## src/rtl/axis_interruption_monitor.sv

```systemverilog
// -----------------------------------------------------------------------------
// axis_interruption_monitor
// Passive observer on one AXI-Stream link. Decodes every stall gap that
// occurs inside a packet into an event (beat index, gap length, cause),
// emits a per-packet summary on the tlast handshake, and flags handshake
// protocol violations (valid withdrawn or payload changed while stalled).
//
// Ports
//   aclk, aresetn         clock (rising edge), async active-low reset
//   mon_tvalid/tready     observed handshake signals
//   mon_tdata/tlast       observed payload
//   ev_valid              1-cycle pulse: gap decoded; ev_* held until next pulse
//   ev_beat_index         beats completed in the packet before the gap
//   ev_length             stall cycles in the gap (saturating)
//   ev_cause              bit0: tvalid=0 seen, bit1: tvalid=1 & tready=0 seen
//   pkt_done              1-cycle pulse: packet closed; pkt_* held until next
//   pkt_beats/num_int     beats and interruptions in the closed packet
//   pkt_max_len           longest gap in the closed packet
//   err_pulse/err_sticky  protocol violation pulse / latched flag
// -----------------------------------------------------------------------------
module axis_interruption_monitor #(
  parameter int unsigned DATA_W = 32,
  parameter int unsigned CNT_W  = 16,
  parameter int unsigned LEN_W  = 16
) (
  input  logic              aclk,
  input  logic              aresetn,
  input  logic              mon_tvalid,
  input  logic              mon_tready,
  input  logic [DATA_W-1:0] mon_tdata,
  input  logic              mon_tlast,
  output logic              ev_valid,
  output logic [CNT_W-1:0]  ev_beat_index,
  output logic [LEN_W-1:0]  ev_length,
  output logic [1:0]        ev_cause,
  output logic              pkt_done,
  output logic [CNT_W-1:0]  pkt_beats,
  output logic [CNT_W-1:0]  pkt_num_int,
  output logic [LEN_W-1:0]  pkt_max_len,
  output logic              err_pulse,
  output logic              err_sticky
);

  typedef enum logic [1:0] {
    S_IDLE   = 2'd0,
    S_ACTIVE = 2'd1,
    S_GAP    = 2'd2
  } state_t;

  localparam logic [CNT_W-1:0] CNT_MAX = '1;
  localparam logic [LEN_W-1:0] LEN_MAX = '1;

  state_t              r_state;
  logic [CNT_W-1:0]    r_beat_cnt;
  logic [CNT_W-1:0]    r_num_int;
  logic [LEN_W-1:0]    r_max_len;
  logic [LEN_W-1:0]    r_gap_len;
  logic [1:0]          r_cause;

  // Previous-cycle sample of the link, used by the protocol checker
  logic                r_prev_vld;
  logic                r_prev_rdy;
  logic                r_prev_last;
  logic [DATA_W-1:0]   r_prev_data;

  logic                w_hs;
  logic [1:0]          w_stall_cause;
  logic [CNT_W-1:0]    w_beat_inc;
  logic [CNT_W-1:0]    w_nint_inc;
  logic [LEN_W-1:0]    w_gap_inc;
  logic [LEN_W-1:0]    w_max_upd;
  logic                w_viol;

  assign w_hs          = mon_tvalid & mon_tready;
  assign w_stall_cause = {mon_tvalid & ~mon_tready, ~mon_tvalid};

  // Saturating increments; counters never wrap
  assign w_beat_inc = (r_beat_cnt == CNT_MAX) ? r_beat_cnt : r_beat_cnt + CNT_W'(1);
  assign w_nint_inc = (r_num_int  == CNT_MAX) ? r_num_int  : r_num_int  + CNT_W'(1);
  assign w_gap_inc  = (r_gap_len  == LEN_MAX) ? r_gap_len  : r_gap_len  + LEN_W'(1);
  assign w_max_upd  = (r_gap_len > r_max_len) ? r_gap_len : r_max_len;

  // A stalled beat (valid & ~ready) must stay valid with a stable payload
  assign w_viol = r_prev_vld & ~r_prev_rdy &
                  (~mon_tvalid | (mon_tdata != r_prev_data) | (mon_tlast != r_prev_last));

  // Protocol checker history
  always_ff @(posedge aclk or negedge aresetn) begin
    if (!aresetn) begin
      r_prev_vld  <= 1'b0;
      r_prev_rdy  <= 1'b0;
      r_prev_last <= 1'b0;
      r_prev_data <= '0;
      err_pulse   <= 1'b0;
      err_sticky  <= 1'b0;
    end else begin
      r_prev_vld  <= mon_tvalid;
      r_prev_rdy  <= mon_tready;
      r_prev_last <= mon_tlast;
      r_prev_data <= mon_tdata;
      err_pulse   <= w_viol;
      if (w_viol) begin
        err_sticky <= 1'b1;
      end
    end
  end

  // Packet / gap tracking FSM with registered event and summary outputs
  always_ff @(posedge aclk or negedge aresetn) begin
    if (!aresetn) begin
      r_state       <= S_IDLE;
      r_beat_cnt    <= '0;
      r_num_int     <= '0;
      r_max_len     <= '0;
      r_gap_len     <= '0;
      r_cause       <= 2'b00;
      ev_valid      <= 1'b0;
      ev_beat_index <= '0;
      ev_length     <= '0;
      ev_cause      <= 2'b00;
      pkt_done      <= 1'b0;
      pkt_beats     <= '0;
      pkt_num_int   <= '0;
      pkt_max_len   <= '0;
    end else begin
      ev_valid <= 1'b0;
      pkt_done <= 1'b0;

      case (r_state)
        // Stalls between packets are idle time, not interruptions
        S_IDLE: begin
          if (w_hs) begin
            if (mon_tlast) begin
              pkt_done    <= 1'b1;
              pkt_beats   <= CNT_W'(1);
              pkt_num_int <= '0;
              pkt_max_len <= '0;
            end else begin
              r_beat_cnt <= CNT_W'(1);
              r_state    <= S_ACTIVE;
            end
          end
        end

        S_ACTIVE: begin
          if (w_hs) begin
            if (mon_tlast) begin
              pkt_done    <= 1'b1;
              pkt_beats   <= w_beat_inc;
              pkt_num_int <= r_num_int;
              pkt_max_len <= r_max_len;
              r_beat_cnt  <= '0;
              r_num_int   <= '0;
              r_max_len   <= '0;
              r_state     <= S_IDLE;
            end else begin
              r_beat_cnt <= w_beat_inc;
            end
          end else begin
            r_gap_len <= LEN_W'(1);
            r_cause   <= w_stall_cause;
            r_state   <= S_GAP;
          end
        end

        // beat count is frozen during a gap, so it is the gap's start index
        S_GAP: begin
          if (w_hs) begin
            ev_valid      <= 1'b1;
            ev_beat_index <= r_beat_cnt;
            ev_length     <= r_gap_len;
            ev_cause      <= r_cause;
            if (mon_tlast) begin
              pkt_done    <= 1'b1;
              pkt_beats   <= w_beat_inc;
              pkt_num_int <= w_nint_inc;
              pkt_max_len <= w_max_upd;
              r_beat_cnt  <= '0;
              r_num_int   <= '0;
              r_max_len   <= '0;
              r_state     <= S_IDLE;
            end else begin
              r_beat_cnt <= w_beat_inc;
              r_num_int  <= w_nint_inc;
              r_max_len  <= w_max_upd;
              r_state    <= S_ACTIVE;
            end
          end else begin
            r_gap_len <= w_gap_inc;
            r_cause   <= r_cause | w_stall_cause;
          end
        end

        default: begin
          r_state <= S_IDLE;
        end
      endcase
    end
  end

endmodule
```

## config.mk

```make
export PLATFORM = sky130hd
export DESIGN_NAME = axis_interruption_monitor
export DESIGN_NICKNAME = d
export VERILOG_FILES = /design/src/rtl/axis_interruption_monitor.sv
export SDC_FILE = /design/constraint.sdc
export NUM_CORES = 1
export LEC_CHECK = 0
export CELL_PAD_IN_SITES_DETAIL_PLACEMENT = 1
export CELL_PAD_IN_SITES_GLOBAL_PLACEMENT = 1
export CORE_MARGIN = 1.5
export CORE_UTILIZATION = 45
export CTS_CLUSTER_DIAMETER = 60
export CTS_CLUSTER_SIZE = 16
export DETAILED_ROUTE_END_ITERATION = 7
export PLACE_DENSITY = 0.88
export SLEW_MARGIN = 20
export SYNTH_ARGS = -nofsm -noshare
export SYNTH_HDL_FRONTEND = slang
export SYNTH_SLANG_ARGS = --single-unit
```

## constraint.sdc

```tcl
create_clock -name aclk -period 5.4 [get_ports aclk]
set_input_delay 1.08 -clock aclk [delete_from_list [all_inputs] [get_ports aclk]]
set_output_delay 1.08 -clock aclk [all_outputs]
set_load 0.03 [all_outputs]
```

==> impl_metrics.tcl, run 1 <==
set metrics [dict create \
    outcome "complete, no violations" \
    fin_crit_ns 3.39 \
    cts.clk_slew.worst_paths_ns 0.07 \
    layout-drive-gt1-share 0.0688 \
    p_leak_nw 4.77 \
    core_area_sq_mm 0.0195 \
    ioPinCount 123 \
    area_growth_syn_to_layout_pct 22.8 \
    cts_root_buf "clkbuf_16" \
    crit_fanout 16 \
    die_w_microns 145 \
    io_buffers 122 \
    synth_warnings 0 \
    powerDensity_mw_per_mm2 383 \
    timing.hold.ws_ns 0.476 \
    hold_path_end "err_sticky$_DFFE_PN0P_" \
    reg2reg_depth 4 \
    cp-startpoint "mon_tvalid" \
    min_from "err_sticky$_DFFE_PN0P_" \
    slowest_stage "clkdlybuf4s50_1" \
    ctsResizeCount 0 \
    cts-buffers-inserted 17 \
    top_layer_used "met4" \
    crit_path_start_kind "input port" \
    postCtsSetupBuffers 0 \
    cp_common_cell "nand2_1" \
    synth_cells 856 \
    fin_skew_ns 0.0141 \
    dp.cells 1207 \
    clockBufferDepth 2 \
    via_count 7263 \
    drt-initial-drc-count 395 \
    hold_depth 1 \
    grt_setup_unrepaired "no" \
    cap_violations 0 \
    grt_antenna_before_repair 0 \
    grt_max_degree 111 \
    synth_edf_count 0 \
    drc 0 \
    peakVddDrop_mv 0.300 \
    tightest_slew_ns 1.08 \
    wire_per_inst_microns 20.6 \
    fin_cells 1239 \
    max_stage_delay_ns 0.67 \
    rrSetupSlack_ns 2.15 \
    max_freq_ghz 0.295 \
    setup_violations 0 \
    worst_r2r_endpoint "ev_length[11]$_DFFE_PN0P_" \
    synthArstFlopShare 1.00 \
    fp-row-count 51 \
    routed-wl-met2_microns 12600 \
    grt_pass1_vias 7965 \
    final_common_cell "dfrtp_1" \
    wl_met3_microns 1110 \
    endpoint_kind "register" \
    clock_latency_ns 0.45 \
    die_height_microns 145 \
    slew_viol_final 0 \
    grt_overflow_total 0 \
    routed_wl_microns 25600 \
    required_ns 5.78 \
    gp_congestion 0.796 \
    ys_seq_area_frac 0.524 \
    met1_length_microns 11100 \
    vias_per_cell 5.86 \
    cp.arrival_ns 3.77 \
    layout_common_cells "dfrtp_1 (189), clkdlybuf4s50_1 (121), nand2_1 (89), nor2_1 (52), a21oi_1 (44)" \
    period_share 0.628 \
    relSlewSlack 0.278 \
    synth_ff_type "dfrtp_1" \
    synth.avg_cell_area_sq_um 10.5 \
    ys_seq_elements 189 \
    cts_max_level 4 \
    final_antenna_net_count 0 \
    dp_hpwl_microns 17000 \
    dr.pass1.iters 4 \
    n_antenna_cell 0 \
    crit_chain "clkdlybuf4s50_1, nand2_1, nor2_1, nand2_1, nor3b_2, buf_4, a21o_2, a22o_1" \
    fin_tns_setup_ns 0 \
    synthDistinctLibCells 70 \
    syn_area_sq_mm 0.00902 \
    cts.sink_count 189 \
    nets 1021 \
    grtUsageTotal 0.264 \
    syn_nets 916 \
    cts_tree "done" \
    hold_buffers 0 \
    utilization 0.567 \
    dieArea_sq_mm 0.0209 \
    start_util 0.462 \
    crit_type "input port to register" \
    r2r_start "r_state[0]$_DFFE_PN0P_" \
    worstHoldPathType "register to register" \
    finalHoldViolCount 0 \
    grt_first_pass_wirelength_microns 42300 \
]
-- cells by family after synthesis --
logic type	synth area share
xor gates and xnor gates	0.0602
buffers and inverters	0.0368
and+or+nand+nor	0.143
muxes	0.0395
AOI/OAI and AO/OA	0.164
DFF	0.524
adders and majority gates	0.0319
-- per-stage QoR --
stage	worst slack, ns	total power [mW]	cell area, sq um
final	2.01	4.24	11100
after global routing	1.79	4.43	11100
after floorplan	2.89	2.43	9020
after detailed placement	1.62	2.91	10400
after global placement	1.78	2.86	10400
after CTS	2.07	4.27	11100
-- sequential cells by signal, indices dropped and copies added (netlist names), 2 cells and up --
name	cells
r_beat_cnt	16
pkt_max_len	16
ev_beat_index	16
r_cause	2
pkt_beats	16
r_state	2
pkt_num_int	16
r_gap_len	16
r_num_int	16
ev_cause	2
r_max_len	16
r_prev_data	32
ev_length	16
-- power by group --
| part | switching [mW] | internal, mW |
|---|---|---|
| clock network | 0.628 | 0.710 |
| logic | 0.880 | 0.399 |
| registers | 0.102 | 1.52 |
| total | 1.61 | 2.63 |
-- metal layers --
layer,track usage,vias to the layer above
li1,-,3290
met1,0.334,3723
met2,0.445,198
met3,0.0513,52
met4,0.105,0
met5,0,-
-- worst max-delay path by stage --
stage	slack, ns	endpoint
5_1_grt	1.79	r_max_len[14]$_DFFE_PN0P_
3_5_place_dp	1.62	r_max_len[2]$_DFFE_PN0P_
4_1_cts	2.07	r_max_len[14]$_DFFE_PN0P_
3_3_place_gp	1.78	pkt_max_len[6]$_DFFE_PN0P_
6_report	2.01	r_max_len[14]$_DFFE_PN0P_
2_1_floorplan	2.89	pkt_max_len[10]$_DFFE_PN0P_
-- critical path: cells and delay by family --
family                 cells  cell delay, ns
and+or+nand+nor            4            1.15
AOI/OAI and AO/OA          2            0.62
buffers and inverters      2            0.91
-- cell type report --
cell class                 instances  area (sq um)
clock buffer                      17           425
clock inverter                    15           203
fill                            2158          8450
inverter                          30           113
multi-input combinational        590          3970
sequential                       189          4730
tap                              265           332
timing repair buffer             133          1310
-- cell usage after synthesis, drive strengths merged (4+ instances only) --
cell | instances | area, sq um
o21a | 5 | 37.5
xnor2 | 21 | 184
and3 | 11 | 73.8
nand4 | 18 | 138
a21oi | 45 | 229
inv | 29 | 109
a21o | 4 | 31.3
a221oi | 5 | 50.0
a22o | 19 | 166
or2 | 4 | 25.0
clkbuf | 26 | 97.6
nand3b | 4 | 30.0
nor4 | 8 | 50.1
xor2 | 41 | 359
nor2 | 53 | 206
o21ai | 66 | 330
dfrtp | 189 | 4730
buf | 21 | 121
nor3 | 21 | 121
or3 | 4 | 30.0
o22ai | 4 | 25.0
o31ai | 12 | 104
ha | 23 | 288
and4 | 6 | 52.6
nand2 | 89 | 334
nand3 | 28 | 140
mux2 | 29 | 327
a31oi | 11 | 83.8
a221o | 19 | 190
Power figures use the tool's default switching activity.
==> inputs of run 2 (changes only) <==
--- a/config.mk
+++ b/config.mk
@@ -8,11 +8,11 @@
 export CELL_PAD_IN_SITES_DETAIL_PLACEMENT = 1
 export CELL_PAD_IN_SITES_GLOBAL_PLACEMENT = 1
 export CORE_MARGIN = 1.5
-export CORE_UTILIZATION = 45
+export CORE_UTILIZATION = 39
 export CTS_CLUSTER_DIAMETER = 60
 export CTS_CLUSTER_SIZE = 16
 export DETAILED_ROUTE_END_ITERATION = 7
-export PLACE_DENSITY = 0.88
+export PLACE_DENSITY = 0.81
 export SLEW_MARGIN = 20
 export SYNTH_ARGS = -nofsm -noshare
 export SYNTH_HDL_FRONTEND = slang
==> constraint.sdc (replaced) <==
create_clock -name aclk -period 3.1 [get_ports aclk]
set_input_delay 0.62 -clock aclk [delete_from_list [all_inputs] [get_ports aclk]]
set_output_delay 0.62 -clock aclk [all_outputs]
set_load 0.03 [all_outputs]
==> impl_metrics.tcl, run 2 (synthesized netlist as in run 1, its figures left out) <==
set metrics [dict create \
    outcome "complete, no violations" \
    reg2reg_depth 7 \
    n_antenna_cell 0 \
    top_register "r_prev_data" \
    postCtsSetupBuffers 0 \
    p_sw_frac 0.380 \
    area_growth_syn_to_layout_pct 24.6 \
    cts_tree "done" \
    switching_power_mw 2.80 \
    fp-row-count 55 \
    timing.hold.ws_ns 0.176 \
    nets 1037 \
    layout_common_cells "dfrtp_1 (189), clkdlybuf4s50_1 (121), nand2_1 (89), nor2_1 (52), a21oi_1 (44)" \
    endpoint_kind "register" \
    rrSetupSlack_ns 0.52 \
    dieArea_sq_mm 0.0240 \
    io_buffers 122 \
    crit_fanout 16 \
    grtUsageMet3 0.0409 \
    final_common_cell "dfrtp_1" \
    fin_tns_setup_ns 0 \
    fin_skew_ns 0.0172 \
    grt_most_used_layer "met2" \
    cts.clk_slew.worst_paths_ns 0.08 \
    cts_max_level 4 \
    core_area_sq_mm 0.0226 \
    slew_viol_final 0 \
    ctsResizeCount 0 \
    peakVddDrop_mv 0.507 \
    clockBufferDepth 2 \
    dp_slack_ns 0.262 \
    grt_setup_unrepaired "no" \
    crit_path_start_kind "register" \
    r2r_start "r_gap_len[15]$_DFFE_PN0P_" \
    wire_per_inst_microns 20.2 \
    start_util 0.398 \
    drt-initial-drc-count 407 \
    worstHoldPathType "input port to asynchronous set/reset pin" \
    finalHoldViolCount 0 \
    hold_buffers 0 \
    power_frac_clock 0.306 \
    setup_ws_ns 0.520 \
    p_leak_nw 4.84 \
    largest_register_ffs 32 \
    slowest_stage "dfrtp_1" \
    grt_pass1_vias 7727 \
    gp_congestion 0.804 \
    place_area_sq_mm 0.0106 \
    relSlewSlack 0.456 \
    required_ns 3.48 \
    seq_power_share 0.381 \
    use_met1 0.295 \
    powerDensity_mw_per_mm2 657 \
    grt_max_degree 69 \
    final_antenna_net_count 0 \
    n_fill_cell 2474 \
    worst_r2r_endpoint "r_max_len[3]$_DFFE_PN0P_" \
    die_height_microns 155 \
    via_count 7250 \
    grt_first_pass_wirelength_microns 42700 \
    final_area_sq_mm 0.0112 \
    period_share 0.832 \
    crit_type "register to register" \
    cp.arrival_ns 2.96 \
    dr.pass1.iters 4 \
    layout-drive-gt1-share 0.0838 \
    grtUsageTotal 0.226 \
    drc 0 \
    cts.sink_count 189 \
    cap_violations 0 \
    cts_root_buf "clkbuf_16" \
    max_stage_delay_ns 0.50 \
    die_w_microns 155 \
    max_freq_ghz 0.388 \
    setup_violations 0 \
    intPower_mw 4.58 \
    grt_antenna_before_repair 0 \
    p_comb_frac 0.313 \
    crit_chain "ha_1, nand4_2, or2_1, or3_4, o31ai_4, a21o_2, a22o_1" \
    clock_latency_ns 0.45 \
    vias_per_cell 5.69 \
    grtUsageMet2 0.381 \
    tightest_slew_ns 0.810 \
    dp_hpwl_microns 17700 \
    fin_crit_ns 2.58 \
    grt_overflow_total 0 \
    cts-buffers-inserted 17 \
    routed_wl_microns 25700 \
    ioPinCount 123 \
]
-- run 2: changes by cell type in the layout (fill, tap and decap cells not counted) --
cell,delta
inv_6,-2
buf_12,+3
inv_8,+2
bufinv_16,-1
clkinvlp_4,+2
clkinv_8,-1
buf_4,+13
-- run 2: cell type report --
| class | count | area, sq um | area share |
|---|---|---|---|
| multi-input cells | 590 | 3970 | 0.353 |
| inverters | 30 | 113 | 0.0100 |
| clock buffers | 17 | 425 | 0.0379 |
| repair buffers | 149 | 1470 | 0.130 |
| flip-flops and latches | 189 | 4730 | 0.421 |
| well taps | 285 | 357 | 0.0317 |
| clock inverters | 15 | 176 | 0.0157 |
-- run 2: per-layer routing --
layer  vias up  wire length [microns]
met3        35                   1000
met4         0                    480
met1      3746                  11200
met2       148                  13000
li1       3321                      -
met5         -                      0
-- run 2: power groups by stage --
stage / clock network (mW) / logic [mW] / registers [mW]
final: 2.25 / 2.31 / 2.81
after global routing: 2.38 / 2.51 / 2.84
after CTS: 2.30 / 2.32 / 2.81
after detailed placement: 0 / 2.29 / 2.86
after global placement: 0 / 2.23 / 2.85
after floorplan: 0 / 1.22 / 3.01
-- run 2: worst max path at each step --
| stage | from | to | slack, ns | cells past startpoint |
|---|---|---|---|---|
| after floorplan | r_gap_len[15]$_DFFE_PN0P_ | pkt_max_len[10]$_DFFE_PN0P_ | 0.83 | 8 |
| after global placement | mon_tready | pkt_max_len[8]$_DFFE_PN0P_ | 0.36 | 8 |
| after detailed placement | mon_tready | pkt_max_len[7]$_DFFE_PN0P_ | 0.26 | 8 |
| after CTS | r_gap_len[15]$_DFFE_PN0P_ | r_max_len[3]$_DFFE_PN0P_ | 0.51 | 7 |
| after global routing | r_state[0]$_DFFE_PN0P_ | r_gap_len[13]$_DFFE_PN0P_ | 0.37 | 9 |
| final | r_gap_len[15]$_DFFE_PN0P_ | r_max_len[3]$_DFFE_PN0P_ | 0.52 | 7 |
-- run 2: critical path, delay by kind of cell (launching register included) --
kind / cells / cell delay (ns)
adders and majority gates: 1 / 0.39
DFF: 1 / 0.50
and+or+nand+nor: 3 / 0.83
AOI/OAI and AO/OA: 3 / 0.80
-- run 2: stage by stage --
stage / util / power [mW] / std cells
finish: 0.496 / 7.37 / 1275
global route: 0.496 / 7.73 / 1275
CTS: 0.496 / 7.43 / 1275
detailed placement: 0.470 / 5.15 / 1243
global placement: 0.470 / 5.08 / 1243
floorplan: - / 4.23 / 856
==> inputs of run 3 (changes only) <==
==> constraint.sdc (replaced) <==
create_clock -name aclk -period 2.3 [get_ports aclk]
set_input_delay 0.46 -clock aclk [delete_from_list [all_inputs] [get_ports aclk]]
set_output_delay 0.46 -clock aclk [all_outputs]
set_load 0.03 [all_outputs]
==> impl_metrics.tcl, run 3 (synthesized netlist as in run 1, its figures left out) <==
set metrics [dict create \
    cts_tree "done" \
    outcome "complete, but fails checks" \
    top_register "r_prev_data" \
    cp.arrival_ns 2.89 \
    crit_fanout 8 \
    crit_path_start_kind "register" \
    start_util 0.398 \
    cts.clk_slew.worst_paths_ns 0.07 \
    slew_viol_final 0 \
    drt-initial-drc-count 434 \
    cts_max_level 4 \
    largest_register_ffs 32 \
    core_area_sq_mm 0.0226 \
    timing.hold.ws_ns 0.489 \
    p_leak_nw 5.34 \
    cts.sink_count 189 \
    dp_hpwl_microns 18700 \
    die_w_microns 155 \
    clockBufferDepth 2 \
    cap_violations 0 \
    cts_root_buf "clkbuf_16" \
    routed_wl_microns 29700 \
    cp.depth 10 \
    dieArea_sq_mm 0.0240 \
    required_ns 2.63 \
    dr.pass1.iters 6 \
    relSlewSlack 0.676 \
    final_common_cell "dfrtp_1" \
    place_area_sq_mm 0.0112 \
    n_antenna_cell 0 \
    clock_latency_ns 0.45 \
    crit_buf_inv 4 \
    tightest_slew_ns 0.482 \
    cp_top_family "compound AO/OA/AOI/OAI gates" \
    gp_congestion 0.823 \
    fin_skew_ns 0.00788 \
    grtUsageTotal 0.248 \
    io_buffers 122 \
    vias_per_cell 5.75 \
    finalHoldViolCount 0 \
    drc 0 \
    crit_type "register to register" \
    period_share 1.11 \
    max_stage_delay_ns 0.38 \
    grt_setup_unrepaired "yes" \
    max_freq_ghz 0.391 \
    crit_chain "inv_1, ha_1, nand4_1, buf_4, a2111oi_4, o31ai_4, buf_4, a21o_4, clkbuf_16, a22o_1" \
    grt_overflow_total 0 \
    setup_violations 32 \
    grt_max_degree 55 \
    fin_crit_ns 2.56 \
    grt_antenna_before_repair 0 \
    grt_pass1_vias 8414 \
    wire_per_inst_microns 21.9 \
    layout-drive-gt1-share 0.174 \
    cp_common_cell "buf_4" \
    die_height_microns 155 \
    powerDensity_mw_per_mm2 896 \
    area_growth_syn_to_layout_pct 34.6 \
    ioPinCount 123 \
    layout_common_cells "dfrtp_1 (189), clkdlybuf4s50_1 (121), buf_4 (97), nand2_1 (89), nor2_1 (51)" \
    fp-row-count 55 \
    nets 1121 \
    violations "negative setup slack" \
    worstHoldPathType "register to register" \
    final_area_sq_mm 0.0121 \
    slowest_stage "dfrtp_1" \
    peakVddDrop_mv 0.700 \
    via_count 7809 \
    cts-buffers-inserted 17 \
    endpoint_kind "register" \
    final_antenna_net_count 0 \
    hold_depth 2 \
    grt_first_pass_wirelength_microns 46700 \
    setup_ws_ns -0.257 \
    reg2reg_depth 10 \
    n_fill_cell 2415 \
]
## run 3: report_power, final
| group | internal, mW | switching (mW) | leakage [nW] |
|---|---|---|---|
| logic | 1.61 | 2.52 | 2.53 |
| clock network | 1.56 | 1.44 | 0.287 |
| registers | 3.58 | 0.175 | 2.52 |
## run 3: cell type report
class | count | area [sq um] | area share
clock inverter | 14 | 151 | 0.0125
inverter | 30 | 113 | 0.00927
timing repair buffer | 232 | 2190 | 0.180
multi-input combinational | 591 | 4170 | 0.343
tap | 285 | 357 | 0.0294
clock buffer | 18 | 439 | 0.0362
sequential | 189 | 4730 | 0.390
## run 3: final timing paths
check	from	end	slack, ns
worst min-delay path	pkt_num_int[15]$_DFFE_PN0P_	pkt_num_int[15]$_DFFE_PN0P_	0.49
min in group asynchronous	aresetn	ev_beat_index[11]$_DFFE_PN0P_	0.54
max in group asynchronous	aresetn	ev_length[2]$_DFFE_PN0P_	1.06
worst max register to register	r_max_len[10]$_DFFE_PN0P_	r_max_len[8]$_DFFE_PN0P_	-0.26
worst max-delay path	r_max_len[10]$_DFFE_PN0P_	r_max_len[8]$_DFFE_PN0P_	-0.26
worst min register to register	pkt_num_int[15]$_DFFE_PN0P_	pkt_num_int[15]$_DFFE_PN0P_	0.49
## run 3: repair_timing
item,4_1_cts,5_1_grt
cloned,2,1
setup buffers,10,8
endpoints found under the setup margin,32,50
gates resized for setup,20,13
hold endpoints to repair,15,0
pin swaps,12,25
hold buffers,1,0
## run 3: worst min-delay path: stages, from the launching register on
cell and delay [ns]:
dfrtp_1 0.35, nand2_1 0.05, o41ai_1 0.05
## run 3: metrics by stage
step / setup WS, ns / TNS [ns] / power [mW] / utilization / instances
2_1_floorplan: 0.0347 / 0 / 5.70 / - / 856
3_3_place_gp: -0.106 / -2.05 / 7.25 / 0.493 / 1306
3_5_place_dp: -0.222 / -4.37 / 7.38 / 0.493 / 1306
4_1_cts: -0.0755 / -0.455 / 10.5 / 0.530 / 1351
5_1_grt: -0.272 / -7.56 / 11.3 / 0.536 / 1359
6_report: -0.257 / -6.81 / 10.9 / 0.536 / 1359
## run 3: per-layer routing
layer	vias up	GRT usage	wire, microns
li1	3490	-	-
met2	243	0.423	15100
met3	64	0.0412	1230
met4	0	0.0952	824
met1	4012	0.317	12600
met5	-	0	0
